### src/rtl/input_conditioner.sv
// Synchronises, debounces and edge-detects an asynchronous single-bit input.
// Produces a clean level, one-cycle rise/fall pulses and a wrapping rise count.
module input_conditioner #(
    parameter int SYNC_STAGES   = 2,
    parameter int STABLE_CYCLES = 4,
    parameter int CNT_W         = 8
) (
    input  logic             clk,
    input  logic             rst,
    input  logic             d,
    output logic             q,
    output logic             rise,
    output logic             fall,
    output logic [CNT_W-1:0] rise_count
);

    localparam int CW = (STABLE_CYCLES > 1) ? $clog2(STABLE_CYCLES) : 1;
    localparam logic [CW-1:0] CNT_LAST = CW'(STABLE_CYCLES - 1);

    typedef enum logic [1:0] {
        ST_LOW       = 2'd0,
        ST_PEND_HIGH = 2'd1,
        ST_HIGH      = 2'd2,
        ST_PEND_LOW  = 2'd3
    } state_t;

    logic [SYNC_STAGES-1:0] sync_q;
    logic                   d_sync;
    state_t                 state_q;
    logic [CW-1:0]          cnt_q;
    logic                   level_q;
    logic                   rise_q;
    logic                   fall_q;
    logic [CNT_W-1:0]       rise_count_q;

    // Plain flop chain: nothing may sit between stages or metastability settling time is lost.
    genvar gi;
    generate
        for (gi = 0; gi < SYNC_STAGES; gi++) begin : g_sync
            if (gi == 0) begin : g_first
                always_ff @(posedge clk) begin
                    if (rst) sync_q[gi] <= 1'b0;
                    else     sync_q[gi] <= d;
                end
            end else begin : g_rest
                always_ff @(posedge clk) begin
                    if (rst) sync_q[gi] <= 1'b0;
                    else     sync_q[gi] <= sync_q[gi-1];
                end
            end
        end
    endgenerate

    assign d_sync = sync_q[SYNC_STAGES-1];

    always_ff @(posedge clk) begin
        if (rst) begin
            state_q      <= ST_LOW;
            cnt_q        <= '0;
            level_q      <= 1'b0;
            rise_q       <= 1'b0;
            fall_q       <= 1'b0;
            rise_count_q <= '0;
        end else begin
            rise_q <= 1'b0;
            fall_q <= 1'b0;
            case (state_q)
                ST_LOW, ST_PEND_HIGH: begin
                    if (d_sync && cnt_q == CNT_LAST) begin
                        level_q      <= 1'b1;
                        rise_q       <= 1'b1;
                        rise_count_q <= rise_count_q + CNT_W'(1);
                        cnt_q        <= '0;
                        state_q      <= ST_HIGH;
                    end else if (d_sync) begin
                        cnt_q   <= cnt_q + CW'(1);
                        state_q <= ST_PEND_HIGH;
                    end else begin
                        cnt_q   <= '0;
                        state_q <= ST_LOW;
                    end
                end
                ST_HIGH, ST_PEND_LOW: begin
                    if (!d_sync && cnt_q == CNT_LAST) begin
                        level_q <= 1'b0;
                        fall_q  <= 1'b1;
                        cnt_q   <= '0;
                        state_q <= ST_LOW;
                    end else if (!d_sync) begin
                        cnt_q   <= cnt_q + CW'(1);
                        state_q <= ST_PEND_LOW;
                    end else begin
                        cnt_q   <= '0;
                        state_q <= ST_HIGH;
                    end
                end
                default: begin
                    cnt_q   <= '0;
                    state_q <= ST_LOW;
                end
            endcase
        end
    end

    assign q          = level_q;
    assign rise       = rise_q;
    assign fall       = fall_q;
    assign rise_count = rise_count_q;

endmodule

### config.mk
export PLATFORM = sky130hd
export DESIGN_NAME = input_conditioner
export DESIGN_NICKNAME = d
export VERILOG_FILES = /design/src/rtl/input_conditioner.sv
export SDC_FILE = /design/constraint.sdc
export NUM_CORES = 1
export LEC_CHECK = 0
export ABC_AREA = 0
export CAP_MARGIN = 25
export CORE_MARGIN = 2
export CORE_UTILIZATION = 32
export CTS_BUF_LIST = sky130_fd_sc_hd__clkbuf_8 sky130_fd_sc_hd__clkbuf_16
export DETAILED_ROUTE_END_ITERATION = 16
export PLACE_DENSITY = 0.52
export SLEW_MARGIN = 20
export SYNTH_ARGS = -nofsm -noshare
export SYNTH_HDL_FRONTEND = slang
export SYNTH_SLANG_ARGS = --single-unit
export TNS_END_PERCENT = 50
### constraint.sdc
create_clock -name clk -period 1.77 [get_ports clk]
set_clock_uncertainty 0.05 [all_clocks]
set_input_delay 0.354 -clock clk [delete_from_list [all_inputs] [get_ports clk]]
set_output_delay 0.354 -clock clk [all_outputs]
set_load 0.03 [all_outputs]
# Yosys cells after proc, flatten, opt, wreduce, memory -nomap -nowiden
# Cells that the tools add are included.
# classes
n_addsub,2
multipliers,0
n_div,0
n_lt_le_gt_ge,0
eq_ne,6
shift,0
mux,15
bitwise_logic,2
reduce_logical,10
# ops
op,n
2-bit two-way mux,6
8-bit by 1-bit adder with 8-bit output (second input constant),1
2-bit case mux with 2 select lines,2
2-bit OR reduction,4
2-bit == test (second input constant),3
1-bit two-way mux,6
2-bit inequality test (second input constant),2
2-bit AND reduction,2
2-bit by 1-bit adder with 2-bit output (second input constant),1
2-bit by 1-bit == test with 1-bit output (second input constant),1
1-bit logical AND,2
2-bit logical NOT,1
1-bit inverter,2
1-bit case mux with 2 select lines,1
1-bit logical NOT,1
# totals
ff_bits,17
latchBits,0
ram_bits,0
romBits,0
in_bits,3
output_inout_bits,11
elab_cells,43
mem_count,0

# Longest topological paths before layout
# Gate-level depths: netlist of run 1.
# depth
ltp_word,4
depth_mapped,5
depth_no_buf,4

# Worst setup path before layout of run 1
# OpenSTA, ideal clock, no wires.
# synth_timing
kind,reg-to-reg
startpoint,register rise_count_q[2] (netlist: rise_count[2])
endpoint,register rise_count_q[7] (netlist: rise_count[7])
setup_ns,0.071
arrival_time_ns,1.358
t_required_ns,1.649
slack_ns,0.291
path_stages_with_launch,4
n_path_buf,0
period_less_slack_ns,1.479
path_cell_list,dfxtp_1 -> nand3_1 -> or4_1 -> a21oi_1
# synth_via
elab_chain_len,1
# synth_rtl
item,line,text
"start, declared",34,logic [CNT_W-1:0] rise_count_q;
"start signal, assigned",72,rise_count_q <= rise_count_q + CNT_W'(1);
8-bit by 1-bit adder with 8-bit output,72,
# No other way between the ends.
# A chain may end at the register's enable or synchronous reset.

# Final worst setup path of run 1
# layout_timing
startpoint,register rise_count_q[5] (netlist: rise_count[5])
endpoint,output port rise_count[5]
# layout_lines
item,line,text
"end, declared",14,output logic [CNT_W-1:0] rise_count
# No word-level cell between the ends.

==> impl_metrics.py, run 1 <==
metrics = {
    "status": {
        "status": "finished clean",
    },
    "sta": {
        "worst_pin_slew_ps": 318,
        "finalCriticalPeriod_ps": 1720,
        "hold_violations": 0,
        "slew_headroom_pct": 78.7,
        "setup_viol_count_final": 0,
        "final.period_utilization_pct": 97.3,
        "rsz0062_at_grt": "false",
        "setup_tns_ps": 0,
        "max_freq_mhz": 581,
        "worst_slack_ps": 48.2,
        "drv_slew": 0,
    },
    "critical_path": {
        "critPathMaxFanout": 5,
        "cp_num_cells": 1,
        "cp_slowest_cell": "clkdlybuf4s50_1",
        "critPathKind": "register to output port",
        "path_cells": "clkdlybuf4s50_1",
        "cp-start-kind": "register",
        "cp.arrival_ps": 1320,
        "required_ps": 1370,
        "rr_worst_depth": 4,
        "cp_top_family": "buffers and inverters",
        "critical_path.endpoint_type": "output port",
        "max_stage_delay_ps": 690,
        "critPathBufInv": 1,
        "worst-r2r-setup-slack_ps": 260,
    },
    "grt": {
        "grt_start_max_net_pins": 12,
        "grt_pass1_vias": 457,
        "grt.overflow.total": 0,
        "track_usage_pct": 11.0,
        "grt_pass1_wl_um": 2040,
        "antenna_found_initial": 0,
    },
    "place": {
        "dp_worst_setup_slack_ps": 257,
        "portBuffers": 13,
        "dp_cells": 105,
        "place.gp.congestion": 0.668,
        "dpl.hpwl_um": 843,
    },
    "drt": {
        "drtPass1Iterations": 4,
        "postRouteAntennaNets": 0,
        "wl_per_cell_um": 10.7,
        "vias": 505,
        "viasPerCell": 4.63,
        "drcViolationCount": 0,
        "drt-total-wl_um": 1170,
        "drt_iter0_markers": 5,
    },
    "logic_synthesis": {
        "yosysSeqAreaShare_pct": 49.6,
        "yosysTopAreaCell": "dfxtp_1",
        "synth.distinct_cells": 25,
        "synthCells": 65,
        "synth.cell_area_um2": 646,
        "synthTopCellsByCount": "dfxtp_1, a21oi_1, nor2_1",
        "ys_warn_count": 0,
        "synth-seq-cells": 16,
        "synth.most_common_cell": "dfxtp_1",
        "synth_edf_count": 0,
        "synth.avg_cell_area_um2": 9.93,
        "yosys-top-cells-area": "dfxtp_1, a21oi_1, ha_1",
        "synth.top_cell.area_share_pct": 49.6,
        "synth-main-ff-cell": "dfxtp_1",
        "async_reset_ff_share_pct": 0,
        "synth_nets": 70,
    },
    "floorplan": {
        "die-area_mm2": 0.00239,
        "core_area_mm2": 0.00192,
        "die_w_um": 48.9,
        "io_pins": 14,
        "die_h_um": 48.9,
        "start_util_pct": 33.6,
        "num_rows": 16,
    },
    "clock_network": {
        "post_cts_resized": 1,
        "clk_latency_ps": 250,
        "cts_buffers": 3,
        "postCtsSetupBuffers": 0,
        "clk_path_buf_depth": 2,
        "cts_root_buf": "clkbuf_8",
        "clkSinkCount": 16,
        "cts_tree": "yes",
        "hold_buffers": 0,
        "htreeDepth": 1,
        "clk_pin_slew_ps": 60,
    },
    "final_layout": {
        "fin_nets": 88,
        "final_layout_size_suffix_gt1_share_pct": 13.4,
        "diodes": 0,
        "finalNonFillerCells": 109,
        "syn2layout_area_growth_pct": 35.1,
    },
    "power": {
        "p_switching_mw": 0.131,
        "seqPwrFrac_pct": 52.3,
        "combPwrFrac_pct": 2.1,
        "p_per_area_mw_per_mm2": 801,
        "p_int_mw": 0.568,
        "switching_share_pct": 18.8,
        "pwr-share-clk_pct": 45.6,
        "leakagePower_nw": 0.382,
        "peakVddDrop_v": 0.000642,
    },
    "min_path": {
        "hold_path_class": "register to register",
        "min_path_cells": 1,
    },
    "run": {
        "drv_cap": 0,
    },
}
final timing paths:
path / startpoint / to
worst max register to register: cnt_q[0] / rise_count[5]
worst min-delay path: cnt_q[0] / cnt_q[0]
worst min register to register: cnt_q[0] / cnt_q[0]
worst max-delay path: rise_count[5] / rise_count[5]
cells in the final DEF, fill, tap and decap left out, drive strengths merged, types with 3 or more instances in the layout:
cell            n
nor2            5
a21oi           6
clkdlybuf4s50  10
nand2           4
clkbuf          4
o21ai           4
dfxtp          16
or3             3
buf             3
through the flow:
step	cell area, um2	power (mW)	hold slack, ps	util, %
2_1_floorplan	646	0.380	355	-
3_3_place_gp	813	0.389	368	42.3
3_5_place_dp	813	0.389	374	42.3
4_1_cts	867	0.711	384	45.1
5_1_grt	872	0.725	402	45.4
6_report	872	0.699	379	45.4
power groups by stage:
stage          Sequential [mW]  Clock [mW]  Combinational, mW
2_1_floorplan            0.371           0            0.00875
3_3_place_gp             0.374           0             0.0150
3_5_place_dp             0.374           0             0.0151
4_1_cts                  0.366       0.330             0.0152
5_1_grt                  0.366       0.343             0.0164
6_report                 0.366       0.318             0.0148
logic make-up (layout without fill, tap and decap cells):
group | count (synthesis) | in the layout | share of synthesized area [%]
AND/OR/NAND/NOR | 27 | 27 | 26.4
flip-flops | 16 | 16 | 49.6
AO/OA/AOI/OAI | 12 | 12 | 10.1
XOR/XNOR | 3 | 3 | 4.07
buffers and inverters | 3 | 20 | 2.91
adder cells (fa/ha/maj) | 2 | 2 | 3.88
multiplexers | 2 | 2 | 3.10
sequential cells by signal, summed over array words and instances (netlist names):
register    cells
rise_count      8
cnt_q           2
d_sync          1
fall            1
q               1
rise            1
state_q         1
sync_q          1
routing by layer:
metal	share of wire [%]	wire, um	vias up	global-route usage (%)
met4	0	0	0	2.86
met2	43	499	8	16.7
met3	5.0	58	0	4.91
li1	-	-	268	-
met1	52	608	229	14.2
met5	0	0	-	0
area by class of cell:
cell class	count	area (um2)
Fill cell	206	1050
Sequential cell	16	320
Multi-Input combinational cell	46	307
Timing Repair Buffer	16	156
Clock buffer	4	55.1
Tap cell	27	33.8
No activity file was read; power rests on OpenSTA's default activity.
==> run 2, diff against run 1 <==
--- a/config.mk
+++ b/config.mk
@@ -11,7 +11,7 @@
 export CORE_UTILIZATION = 32
 export CTS_BUF_LIST = sky130_fd_sc_hd__clkbuf_8 sky130_fd_sc_hd__clkbuf_16
 export DETAILED_ROUTE_END_ITERATION = 16
-export PLACE_DENSITY = 0.52
+export PLACE_DENSITY = 0.57
 export SLEW_MARGIN = 20
 export SYNTH_ARGS = -nofsm -noshare
 export SYNTH_HDL_FRONTEND = slang
==> impl_metrics.py, run 2 (synthesis results as in run 1) <==
metrics = {
    "status": {
        "status": "finished clean",
    },
    "final_layout": {
        "final_cell_mix": "dfxtp_1, clkdlybuf4s50_1, a21oi_1, nor2_1",
        "layout_commonest_cell": "dfxtp_1",
        "syn2layout_area_growth_pct": 34.7,
        "largest_reg_flops": 8,
        "final_area_um2": 870,
        "final_layout_size_suffix_gt1_share_pct": 12.3,
        "diodes": 0,
        "fillers": 199,
        "fin_nets": 87,
    },
    "clock_network": {
        "clk_pin_slew_ps": 60,
        "cts_root_buf": "clkbuf_8",
        "clk_latency_ps": 240,
        "clk_path_buf_depth": 2,
        "cts_tree": "yes",
        "post_cts_resized": 1,
        "hold_buffers": 0,
        "postCtsSetupBuffers": 0,
        "clkSinkCount": 16,
        "cts_buffers": 3,
        "htreeDepth": 1,
    },
    "critical_path": {
        "cp_num_cells": 1,
        "rr_worst_depth": 4,
        "required_ps": 1370,
        "worst-r2r-setup-slack_ps": 140,
        "critPathBufInv": 1,
        "critPathKind": "register to output port",
        "cp.arrival_ps": 1270,
        "max_stage_delay_ps": 680,
        "cp_slowest_cell": "clkdlybuf4s50_1",
        "critical_path.endpoint_type": "output port",
        "critPathMaxFanout": 4,
        "cp-start-kind": "register",
        "rr_endpoint": "rise_count[7]",
        "path_cells": "clkdlybuf4s50_1",
        "reg2reg_from": "cnt_q[0]",
        "cp_top_family": "buffers and inverters",
    },
    "power": {
        "p_per_area_mw_per_mm2": 799,
        "peakVddDrop_v": 0.000820,
        "power_mw": 0.695,
        "leakagePower_nw": 0.414,
    },
    "sta": {
        "worst_slack_ps": 92.2,
        "setup_viol_count_final": 0,
        "drv_slew": 0,
        "final.period_utilization_pct": 94.8,
        "setup_tns_ps": 0,
        "rsz0062_at_grt": "false",
        "hold_violations": 0,
        "worst_pin_slew_ps": 324,
        "max_freq_mhz": 596,
        "whs_ps": 381,
        "finalCriticalPeriod_ps": 1680,
        "slew_headroom_pct": 78.4,
    },
    "floorplan": {
        "core_area_mm2": 0.00192,
        "die_h_um": 48.9,
        "num_rows": 16,
        "die_w_um": 48.9,
        "io_pins": 14,
        "die-area_mm2": 0.00239,
        "start_util_pct": 33.6,
    },
    "grt": {
        "antenna_found_initial": 0,
        "grt_pass1_vias": 448,
        "grt_pass1_wl_um": 1900,
        "grt.overflow.total": 0,
        "grt_start_max_net_pins": 10,
        "track_usage_pct": 10.2,
    },
    "min_path": {
        "hold_path_end": "cnt_q[0]",
        "min_path_cells": 1,
        "worstHoldStart": "cnt_q[0]",
        "hold_path_class": "register to register",
    },
    "drt": {
        "drtPass1Iterations": 4,
        "vias": 497,
        "wl_per_cell_um": 9.81,
        "drt-total-wl_um": 1060,
        "postRouteAntennaNets": 0,
        "drcViolationCount": 0,
        "viasPerCell": 4.60,
        "drt_iter0_markers": 8,
    },
    "place": {
        "portBuffers": 13,
        "place_area_um2": 806,
        "dp_worst_setup_slack_ps": 128,
        "place.gp.congestion": 0.691,
    },
    "run": {
        "drv_cap": 0,
    },
}
run 2: per-stage QoR:
step,std cells,util (%)
3_3_place_gp,104,41.9
2_1_floorplan,65,-
3_5_place_dp,104,41.9
6_report,108,45.2
5_1_grt,108,45.2
4_1_cts,108,44.7
run 2: how the worst max path moves through the flow:
stage / end / slack, ps / startpoint
after floorplan: rise_count[7] / 290 / rise_count[2]
after global placement: rise_count[7] / 190 / cnt_q[0]
after detailed placement: rise_count[7] / 130 / cnt_q[0]
after CTS: rise_count[4] / 30 / rise_count[4]
after global routing: rise_count[7] / 20 / cnt_q[0]
final: rise_count[6] / 90 / rise_count[6]
run 2: layer usage:
layer	global-route usage [%]	part of all wire [%]	routed length [um]
met1	12.2	50	533
met2	16.4	45	479
met3	5.52	4.2	45
met4	1.43	0	0
met5	0	0	0
run 2: report_power, final:
part	internal [mW]	switching (mW)
Combinational	0.00756	0.00707
Sequential	0.363	0.00267
Clock	0.197	0.118
run 2: area by class of cell:
type,count,area (um2),area share [%]
sequential,16,320,36.8
clock buffer,4,55.1,6.33
multi-input combinational,46,307,35.3
tap,27,33.8,3.88
timing repair buffer,15,154,17.7
==> run 3, diff against run 2 <==
--- a/config.mk
+++ b/config.mk
@@ -11,7 +11,7 @@
 export CORE_UTILIZATION = 32
 export CTS_BUF_LIST = sky130_fd_sc_hd__clkbuf_8 sky130_fd_sc_hd__clkbuf_16
 export DETAILED_ROUTE_END_ITERATION = 16
-export PLACE_DENSITY = 0.57
+export PLACE_DENSITY = 0.59
 export SLEW_MARGIN = 20
 export SYNTH_ARGS = -nofsm -noshare
 export SYNTH_HDL_FRONTEND = slang
==> impl_metrics.py, run 3 (synthesis results as in run 1) <==
metrics = {
    "floorplan": {
        "die_w_um": 48.9,
        "start_util_pct": 33.6,
        "die-area_mm2": 0.00239,
        "die_h_um": 48.9,
        "io_pins": 14,
        "core_area_mm2": 0.00192,
        "num_rows": 16,
    },
    "critical_path": {
        "cp_top_family": "buffers and inverters",
        "cp.arrival_ps": 1300,
        "cp-start-kind": "register",
        "critPathMaxFanout": 4,
        "critPathKind": "register to output port",
        "max_stage_delay_ps": 680,
        "required_ps": 1370,
        "cp_slowest_cell": "clkdlybuf4s50_1",
        "path_cells": "clkdlybuf4s50_1",
        "critPathBufInv": 1,
        "critical_path.endpoint_type": "output port",
    },
    "drt": {
        "postRouteAntennaNets": 0,
        "drt-total-wl_um": 1110,
        "viasPerCell": 4.62,
        "drtPass1Iterations": 4,
        "drt_iter0_markers": 7,
        "vias": 499,
        "wl_per_cell_um": 10.3,
        "drcViolationCount": 0,
    },
    "final_layout": {
        "largest_reg_flops": 8,
        "diodes": 0,
        "final_cell_mix": "dfxtp_1, clkdlybuf4s50_1, a21oi_1, nor2_1",
        "syn2layout_area_growth_pct": 34.7,
        "final_area_um2": 870,
        "final_layout_size_suffix_gt1_share_pct": 12.3,
        "regArea_um2": 320,
        "fillers": 199,
        "layout_commonest_cell": "dfxtp_1",
        "multiInputGateArea_um2": 307,
        "fin_nets": 87,
    },
    "clock_network": {
        "cts_tree": "yes",
        "hold_buffers": 0,
        "htreeDepth": 1,
        "clk_pin_slew_ps": 60,
        "clkSinkCount": 16,
        "clk_latency_ps": 250,
        "cts_root_buf": "clkbuf_8",
        "clk_path_buf_depth": 2,
        "cts_buffers": 3,
    },
    "power": {
        "peakVddDrop_v": 0.000468,
        "leakagePower_nw": 0.414,
        "p_per_area_mw_per_mm2": 807,
    },
    "place": {
        "portBuffers": 13,
        "place.gp.congestion": 0.728,
        "dpl.hpwl_um": 778,
        "place_area_um2": 806,
    },
    "sta": {
        "drv_slew": 0,
        "final.period_utilization_pct": 96.1,
        "rsz0062_at_grt": "false",
        "max_freq_mhz": 588,
        "whs_ps": 376,
        "setup_tns_ps": 0,
        "setup_viol_count_final": 0,
        "hold_violations": 0,
        "finalCriticalPeriod_ps": 1700,
        "slew_headroom_pct": 78.7,
        "worst_pin_slew_ps": 318,
    },
    "grt": {
        "track_usage_pct": 10.8,
        "grt.overflow.total": 0,
        "grt_pass1_wl_um": 1880,
        "grt_start_max_net_pins": 10,
        "antenna_found_initial": 0,
        "grt_pass1_vias": 442,
    },
    "run": {
        "drv_cap": 0,
    },
    "min_path": {
        "hold_path_class": "register to register",
    },
    "status": {
        "status": "finished clean",
    },
}
-- run 3: cell counts in the layout (fill, tap and decap cells not counted) --
No cell type changed its count.
-- run 3: through the flow --
stage / power [mW] / std cells / utilization, % / setup WS [ps]
CTS: 0.716 / 108 / 44.7 / 12.3
finish: 0.702 / 108 / 45.2 / 68.6
global route: 0.736 / 108 / 45.2 / 21.2
floorplan: 0.380 / 65 / - / 291
global placement: 0.388 / 104 / 41.9 / 187
detailed placement: 0.388 / 104 / 41.9 / 156
-- run 3: worst paths after layout --
check           startpoint             to  slack [ps]  cells after the start
max          rise_count[6]  rise_count[6]          70                      1
min               cnt_q[0]       cnt_q[0]         380                      1
max reg2reg       cnt_q[0]  rise_count[5]         150                      4
min reg2reg       cnt_q[0]       cnt_q[0]         380                      1
-- run 3: metal layers --
layer  vias to the layer above  track usage (%)  share of wire, %
met5                         -                0                 0
met4                         0             7.14               2.8
met3                         5             5.52               5.0
met2                         8             15.5                42
met1                       222             12.4                50
li1                        264                -                 -
-- run 3: what timing repair did --
action                                  CTS  global route
setup buffers                             0             0
endpoints found under the setup margin    1             4
gates resized for setup                   1             4
hold endpoints to repair                  0             0
-- run 3: power breakdown --
part / internal [mW] / leakage, nW / switching [mW]
sequential: 0.363 / 0.129 / 0.00269
clock: 0.197 / 0.0288 / 0.125
combinational: 0.00757 / 0.256 / 0.00687
-- run 3: layout make-up --
class	count	share of cell area, %
clock buffers	4	6.33
multi-input cells	46	35.3
flip-flops and latches	16	36.8
well taps	27	3.88
repair buffers	15	17.7
